File: src/rtl/bin2bcd_seq_if.sv
// bin2bcd_seq_if: input handshake and registered BCD result bundle for bin2bcd_seq.
interface bin2bcd_seq_if #(
    parameter int BIN_W  = 27,
    parameter int DIGITS = 8
);
    logic [BIN_W-1:0]    bin_in;
    logic                in_valid;
    logic                in_ready;
    logic [4*DIGITS-1:0] bcd_out;
    logic [DIGITS-1:0]   lz_mask;
    logic                ovf;
    logic                out_valid;
    modport master (
        output bin_in, in_valid,
        input  in_ready, bcd_out, lz_mask, ovf, out_valid
    );
    modport slave (
        input  bin_in, in_valid,
        output in_ready, bcd_out, lz_mask, ovf, out_valid
    );
endinterface

File: src/rtl/bin2bcd_seq.sv
// bin2bcd_seq: shift-add-3 binary to packed BCD, one bit per clock, with leading-zero mask.
module bin2bcd_seq #(
    parameter int BIN_W  = 27,
    parameter int DIGITS = 8
) (
    input logic          CLK,
    input logic          RST_N,
    bin2bcd_seq_if.slave bus
);
    localparam int BW = 4 * DIGITS;
    localparam int CW = $clog2(BIN_W + 1);
    localparam logic [BIN_W-1:0] MAX_BIN = BIN_W'(10 ** DIGITS - 1);
    typedef enum logic [1:0] {IDLE, SHIFT, DONE} state_t;
    state_t           state, state_nx;
    logic [BIN_W-1:0] bin_sr;
    logic [BW-1:0]    bcd_acc, adj, res;
    logic [CW-1:0]    cnt;
    logic             ovf_pend;
    logic [DIGITS-1:0] lz_nx;
    always_ff @(posedge CLK)
        state <= !RST_N ? IDLE : state_nx;
    always_comb begin
        state_nx = state == IDLE  ? (bus.in_valid ? SHIFT : IDLE) :
                   state == SHIFT ? (cnt == CW'(1) ? DONE : SHIFT) : IDLE;
    end
    assign bus.in_ready = state == IDLE;
    always_comb begin
        adj = bcd_acc;
        for (int i = 0; i < DIGITS; i++)
            adj[4*i+:4] = bcd_acc[4*i+:4] >= 4'd5 ? bcd_acc[4*i+:4] + 4'd3 : bcd_acc[4*i+:4];
        res = ovf_pend ? {DIGITS{4'h9}} : bcd_acc;
        lz_nx = '0;
        for (int i = 1; i < DIGITS; i++)
            lz_nx[i] = (res >> (4 * i)) == '0;
    end
    always_ff @(posedge CLK) begin
        if (!RST_N) begin
            bin_sr        <= '0;
            bcd_acc       <= '0;
            cnt           <= '0;
            ovf_pend      <= 1'b0;
            bus.bcd_out   <= '0;
            bus.lz_mask   <= {{(DIGITS-1){1'b1}}, 1'b0};
            bus.ovf       <= 1'b0;
            bus.out_valid <= 1'b0;
        end else begin
            bus.out_valid <= state == DONE;
            if (state == IDLE && bus.in_valid) begin
                bin_sr   <= bus.bin_in;
                bcd_acc  <= '0;
                cnt      <= CW'(BIN_W);
                ovf_pend <= bus.bin_in > MAX_BIN;
            end
            if (state == SHIFT) begin
                {bcd_acc, bin_sr} <= {adj[BW-2:0], bin_sr, 1'b0};
                cnt               <= cnt - CW'(1);
            end
            if (state == DONE) begin
                bus.bcd_out <= res;
                bus.lz_mask <= lz_nx;
                bus.ovf     <= ovf_pend;
            end
        end
    end
endmodule

File: src/flat_wrapper.sv
// flat-port wrapper written by rule: the top's interface ports become plain ports
module bin2bcd_seq_flat 
#(
    parameter int BIN_W  = 27,
    parameter int DIGITS = 8
)
  (CLK, RST_N, bus_bin_in, bus_in_valid, bus_in_ready, bus_bcd_out, bus_lz_mask, bus_ovf, bus_out_valid);
  bin2bcd_seq_if #(.BIN_W(BIN_W), .DIGITS(DIGITS)) bus_i ();
  input logic CLK;
  input logic RST_N;
  input wire logic [$bits(bus_i.bin_in)-1:0] bus_bin_in;
  input wire logic [$bits(bus_i.in_valid)-1:0] bus_in_valid;
  output wire logic [$bits(bus_i.in_ready)-1:0] bus_in_ready;
  output wire logic [$bits(bus_i.bcd_out)-1:0] bus_bcd_out;
  output wire logic [$bits(bus_i.lz_mask)-1:0] bus_lz_mask;
  output wire logic [$bits(bus_i.ovf)-1:0] bus_ovf;
  output wire logic [$bits(bus_i.out_valid)-1:0] bus_out_valid;
  assign bus_i.bin_in = bus_bin_in;
  assign bus_i.in_valid = bus_in_valid;
  assign bus_in_ready = bus_i.in_ready;
  assign bus_bcd_out = bus_i.bcd_out;
  assign bus_lz_mask = bus_i.lz_mask;
  assign bus_ovf = bus_i.ovf;
  assign bus_out_valid = bus_i.out_valid;
  bin2bcd_seq #(.BIN_W(BIN_W), .DIGITS(DIGITS)) u_core (.CLK(CLK), .RST_N(RST_N), .bus(bus_i));
endmodule
File: config.mk
export PLATFORM = sky130hd
export DESIGN_NAME = bin2bcd_seq_flat
export DESIGN_NICKNAME = d
export VERILOG_FILES = /design/src/rtl/bin2bcd_seq_if.sv /design/src/rtl/bin2bcd_seq.sv /design/src/flat_wrapper.sv
export SDC_FILE = /design/constraint.sdc
export NUM_CORES = 1
export LEC_CHECK = 0
export BUFFER_PORTS_ARGS = -buffer_cell sky130_fd_sc_hd__buf_2
export CAP_MARGIN = 10
export CORE_MARGIN = 2
export CORE_UTILIZATION = 59
export CTS_CLUSTER_SIZE = 28
export DETAILED_ROUTE_END_ITERATION = 8
export PLACE_DENSITY = 0.91
export SETUP_SLACK_MARGIN = 0.1
export SYNTH_ARGS = -nofsm -noshare
export SYNTH_HDL_FRONTEND = slang
export SYNTH_SLANG_ARGS = --single-unit
File: constraint.sdc
create_clock -name CLK -period 3.7 [get_ports CLK]
set_input_delay 0.37 -clock CLK [delete_from_list [all_inputs] [get_ports CLK]]
set_output_delay 0.37 -clock CLK [all_outputs]
set_load 0.01 [all_outputs]
# == Word-level counts from Yosys, hierarchy flattened ==
# Index checks and enable logic that the tools add are counted.
# word_totals
regBits,108
in_bits,30
out_inout_bits,43
wordCells,62
# op_classes
add_sub_neg,9
n_lt_le_gt_ge,9
eq_ne,3
mux,19
bitwise_logic,1
n_reduce_logical,11
# ops
operator,count
zero test 32 bit,7
2-to-1 mux 32 bit,3
2-to-1 mux 27 bit,2
">= comparator 4 x 3 -> 1 bit, second input constant",8
"adder 4 x 2 -> 4 bit, second input constant",7
2-to-1 mux 4 bit,7
"greater-than comparator 27 bit, second input constant",1
2-to-1 mux 5 bit,2
2-to-1 mux 2 bit,3
"equality test 5 x 1 -> 1 bit, second input constant",1
"subtractor 5 x 1 -> 5 bit, second input constant",1
"adder 3 x 2 -> 3 bit, second input constant",1
2-to-1 mux 3 bit,1
"equality test 2 x 1 -> 1 bit, second input constant",1
"equality test 2 bit, second input constant",1
zero test 2 bit,1
nonzero test 2 bit,1
OR reduction 2 bit,1
logical AND 1 bit,1
2-to-1 mux 1 bit,1
inverter 1 bit,1

# == Longest topological paths before layout ==
# depth
ltp_word,4
depth_mapped,6
ltp_nobuf,6

# == Worst setup path before layout ==
# Ideal clock, no wire load.
# synth_path
path_type,reg2reg
start,register u_core.bcd_acc[5]
end,register u_core.bcd_acc[6]
setup_ns,0.070
arrival_ns,1.414
required_time_ns,3.630
path_slack_ns,2.216
stages_incl_launch_ff,7
n_path_buf,0
synth_period_minus_slack_ns,1.484
path_cell_list,dfxtp_1 -> inv_1 -> ha_1 -> nand2b_1 -> a21oi_1 -> mux2_2 -> o2bb2ai_1
# synth_via
elab_chain_cells,3
word_cells_on_any_way,4
classes_between,add/sub: 1; order compare: 1; mux: 2
# synth_rtl
item,line_no,rtl
from (decl),bin2bcd_seq.sv:16,"logic [BW-1:0] bcd_acc, adj, res;"
from (signal assigned),bin2bcd_seq.sv:55,"{bcd_acc, bin_sr} <= {adj[BW-2:0], bin_sr, 1'b0};"
adder 4 x 2 -> 4 bit or >= comparator 4 x 3 -> 1 bit (tied branches),bin2bcd_seq.sv:30,adj[4*i+:4] = bcd_acc[4*i+:4] >= 4'd5 ? bcd_acc[4*i+:4] + 4'd3 : bcd_acc[4*i+:4];
2-to-1 mux 4 bit *,bin2bcd_seq.sv:30,
2-to-1 mux 32 bit *,bin2bcd_seq.sv:54,if (state == SHIFT) begin
# Mark *: on every way between the ends. The rest lies on a longest branch, timed or not.
# A chain may end at the register's enable or synchronous reset.

# == Worst setup path in the final report ==
# layout_path
start,register u_core.state[0]
end,register u_core.state[1]
# layout_via
elab_chain_cells,3
word_cells_on_any_way,4
classes_between,eq/ne: 1; mux: 2; reduce/logical: 1
# layout_rtl
item,line_no,rtl
from (decl),bin2bcd_seq.sv:14,"state_t state, state_nx;"
from (signal assigned),bin2bcd_seq.sv:21,state <= !RST_N ? IDLE : state_nx;
equality test 2 x 1 -> 1 bit,bin2bcd_seq.sv:24,state == SHIFT ? (cnt == CW'(1) ? DONE : SHIFT) : IDLE;
2-to-1 mux 2 bit,bin2bcd_seq.sv:24,
2-to-1 mux 2 bit *,bin2bcd_seq.sv:23,state_nx = state == IDLE ? (bus.in_valid ? SHIFT : IDLE) :
# Marked as above.

==> summary.md <==
| Metric | Value |
|---|---|
| Avg WL per Cell | `around 16 µm` |
| Compound-gate portion of the synthesized area | `0.249` |
| Sequential area share after synthesis | `0.440` |
| Drt drc | `0` |
| CTS buffer count | `9` |
| Max-Slew Margin vs Limit | `0.414` |
| Clk slew on worst S/H paths | `approximately 0.11 ns` |
| Crit path largest cell delay | `just over 0.7 ns` |
| Register bit total from synthesis | `about 110` |
| Post-synthesis async set-or-reset flop share | `0` |
| CTS resizes | `0` |
| Largest net degree at the start of global routing | `between 50 and 60` |
| Clk_skew | `0.0106 ns` |
| Initial antenna violation count | `0` |
| Met3 routed WL | `around 690 µm` |
| P&R area growth vs syn | `10.4%` |
| Yosys warning total | `0` |
| Type of the most critical hold path | `in -> reg` |
| Max clock buf depth | `2` |
| Simple logic cell fraction of the synthesized area | `0.167` |
| Crit end category | `flop` |
| Fmax | `438 MHz` |
| DRT iter0 DRCs | `260` |
| Hold_ws | `around 0.24 ns` |
| Tmin final | `around 2.3 ns` |
| Post-synthesis mux area share | `0.0183` |
| WL met1 | `4820 µm` |
| Worst reg-to-reg setup slack | `approximately 1.4 ns` |
| GRT Residual Overflow | `0` |
| CTS sink count | `~110` |
| CP delay by family, top | `simple AND/OR/NAND/NOR gates` |
| Synthesized Nets | `between 500 and 600` |
| Share of layout cells above drive strength 1 | `0.173` |
| Static Leak | `roughly 2.1 nW` |
| Root Buffer | `clkbuf_8` |
| Syn Inst Count | `around 530` |
| Status | `complete, no violations` |
| CP cell instances | `and2b_1 > nand2_1 > and4b_1` |
| TritonRoute pass-1 iters | `6` |
| Top_reg_cell synth | `dfxtp_1` |
| Postcts setup bufs | `0` |
| Startpoint type of the worst setup path | `flop` |
| Vias in the first global route | `3960` |
| Critical path arrival | `roughly 2.6 ns` |
| Crit path max-delay cell type | `and2b_1` |
| Largest cells by area after synthesis | `dfxtp_1, a21boi_1, nand2_1, ha_1, a22oi_1` |
| Die height | `95.2 µm` |
| Fin. Hold Viols | `0` |
| Final setup violation count | `0` |
| Crit Path Class | `reg -> reg` |
| Highest metal used | `met4` |
| Post-Route WL | `~11000 µm` |
| N_diodes | `0` |
| Post-synthesis cell area | `4910 µm²` |
| Critical path data required time | `~4 ns` |
| Synth Area in XOR/XNOR | `0.0267` |
| Worst VDD drop | `312 µV` |
| Die W | `roughly 95 µm` |
| Io pins | `73` |
| H-Tree Depth | `3` |
| Slew Viols, Final | `0` |
| Final net count | `between 600 and 700` |
| CORE AREA | `8130 µm²` |
| Pwr dens | `between 300 and 400 nW/µm²` |
| FP Rows | `33` |
| Max Cap Viol | `0` |
| IO buf count | `71` |
| Initial Util | `0.604` |
| Full die area | `9070 µm²` |
| CP Max Fanout | `23` |
| Dpl hpwl | `7690 µm` |
| Antenna Nets Post-Route | `0` |
| Period utilisation layout | `0.617` |
| Vias | `about 4200` |
| CTS tree | `done` |
| Worst-Margin Slew | `roughly 0.9 ns` |
| Hold_buf cts | `0` |
| Most frequent cell after synthesis | `dfxtp_1` |
| RSZ-0062 raised after global routing | `false` |
| Met2 wire length | `around 5500 µm` |
| Synth cell types | `52` |
| Syn avg cell area | `9.20 µm²` |
| Adder-cell area share of the yosys netlist | `0.0458` |
| Post-synth EDFFs | `0` |
| Setup_tns | `0 ns` |
| First-pass GRT wire length | `approximately 18000 µm` |
| Synth top area share | `0.440` |
| Later-pin clock latency in the skew report | `~0.37 ns` |
| CP bufs+invs | `0` |
| GRT Overall Usage | `0.257` |
| Global placement routability congestion | `0.831` |
| Synth cell count leaders | `dfxtp_1, nand2_1, a21boi_1` |
| Largest family of logic cells by synthesized area | `compound AO/OA/AOI/OAI gates` |
| Vias/cell | `~6` |
| Cell taking the most area after synthesis | `dfxtp_1` |
[final cells by class]
class                           instances  area, µm²
Fill cell                             632       2710
Multi-Input combinational cell        369       2490
Sequential cell                       108       2160
Timing Repair Buffer                   75        385
Tap cell                              105        131
Clock buffer                           10        128
Inverter                               20       75.1
Clock inverter                          6       47.5
[metrics by stage]
step	instance area, µm²	instances	power, mW	util	worst slack, ns
detailed placement	5250	677	1.45	0.645	1.49
CTS	5420	693	2.09	0.667	1.45
floorplan	4910	534	1.40	-	2.22
global route	5420	693	2.18	0.667	1.24
finish	5420	693	2.09	0.667	1.42
global placement	5250	677	1.44	0.645	1.57
[cells by family after synthesis]
logic type | count (synthesis)
AND/OR/NAND/NOR | 158
XOR/XNOR | 15
other | 1
flip-flops | 108
multiplexers | 8
buffers and inverters | 57
AO/OA/AOI/OAI | 169
adder cells (fa/ha/maj) | 18
[cells in the final DEF, fill, tap and decap left out, types with 12 or more instances in the layout]
cell type  count
buf_2         71
nand3_1       13
nor3_1        26
a22oi_1       26
a21boi_1      45
o21ai_0       25
nand2_1       61
ha_1          18
o2bb2ai_1     16
inv_1         20
a22o_1        14
nand2b_1      12
dfxtp_1      108
[sequential cells by signal, summed over array words and instances (netlist names), 2 cells and up]
signal and count:
u_core.bcd_acc 32, u_core.bus.bcd_out 32, u_core.bin_sr 27, u_core.bus.lz_mask 7, u_core.cnt 5, u_core.state 2
[final timing paths]
path | start | to | cells after the start
setup / recovery | u_core.state[0]$_SDFF_PN0_ | u_core.state[1]$_SDFF_PP0_ | 3
hold / removal | bus_bin_in[0] | u_core.bin_sr[0]$_SDFFE_PP0N_ | 3
setup reg to reg | u_core.state[0]$_SDFF_PN0_ | u_core.state[1]$_SDFF_PP0_ | 3
hold reg to reg | u_core.bin_sr[19]$_SDFFE_PN0P_ | u_core.bin_sr[19]$_SDFFE_PN0P_ | 2
[metal layers]
metal | global-route usage | vias up
met2 | 0.424 | 169
met5 | 0 | -
li1 | - | 2002
met1 | 0.330 | 1972
met4 | 0.110 | 0
met3 | 0.0458 | 23
[worst min-delay path: cells and delay by family]
kind	cells	cell delay, ns
buffers and inverters	1	0.10
AO/OA/AOI/OAI	1	0.05
AND/OR/NAND/NOR	1	0.05
[where the power goes]
part | switching (mW) | leakage [nW] | internal, mW
combinational | 0.132 | 1.17 | 0.0741
sequential | 0.0271 | 0.876 | 1.20
clock | 0.406 | 0.0877 | 0.253
Power figures use the tool's default switching activity.
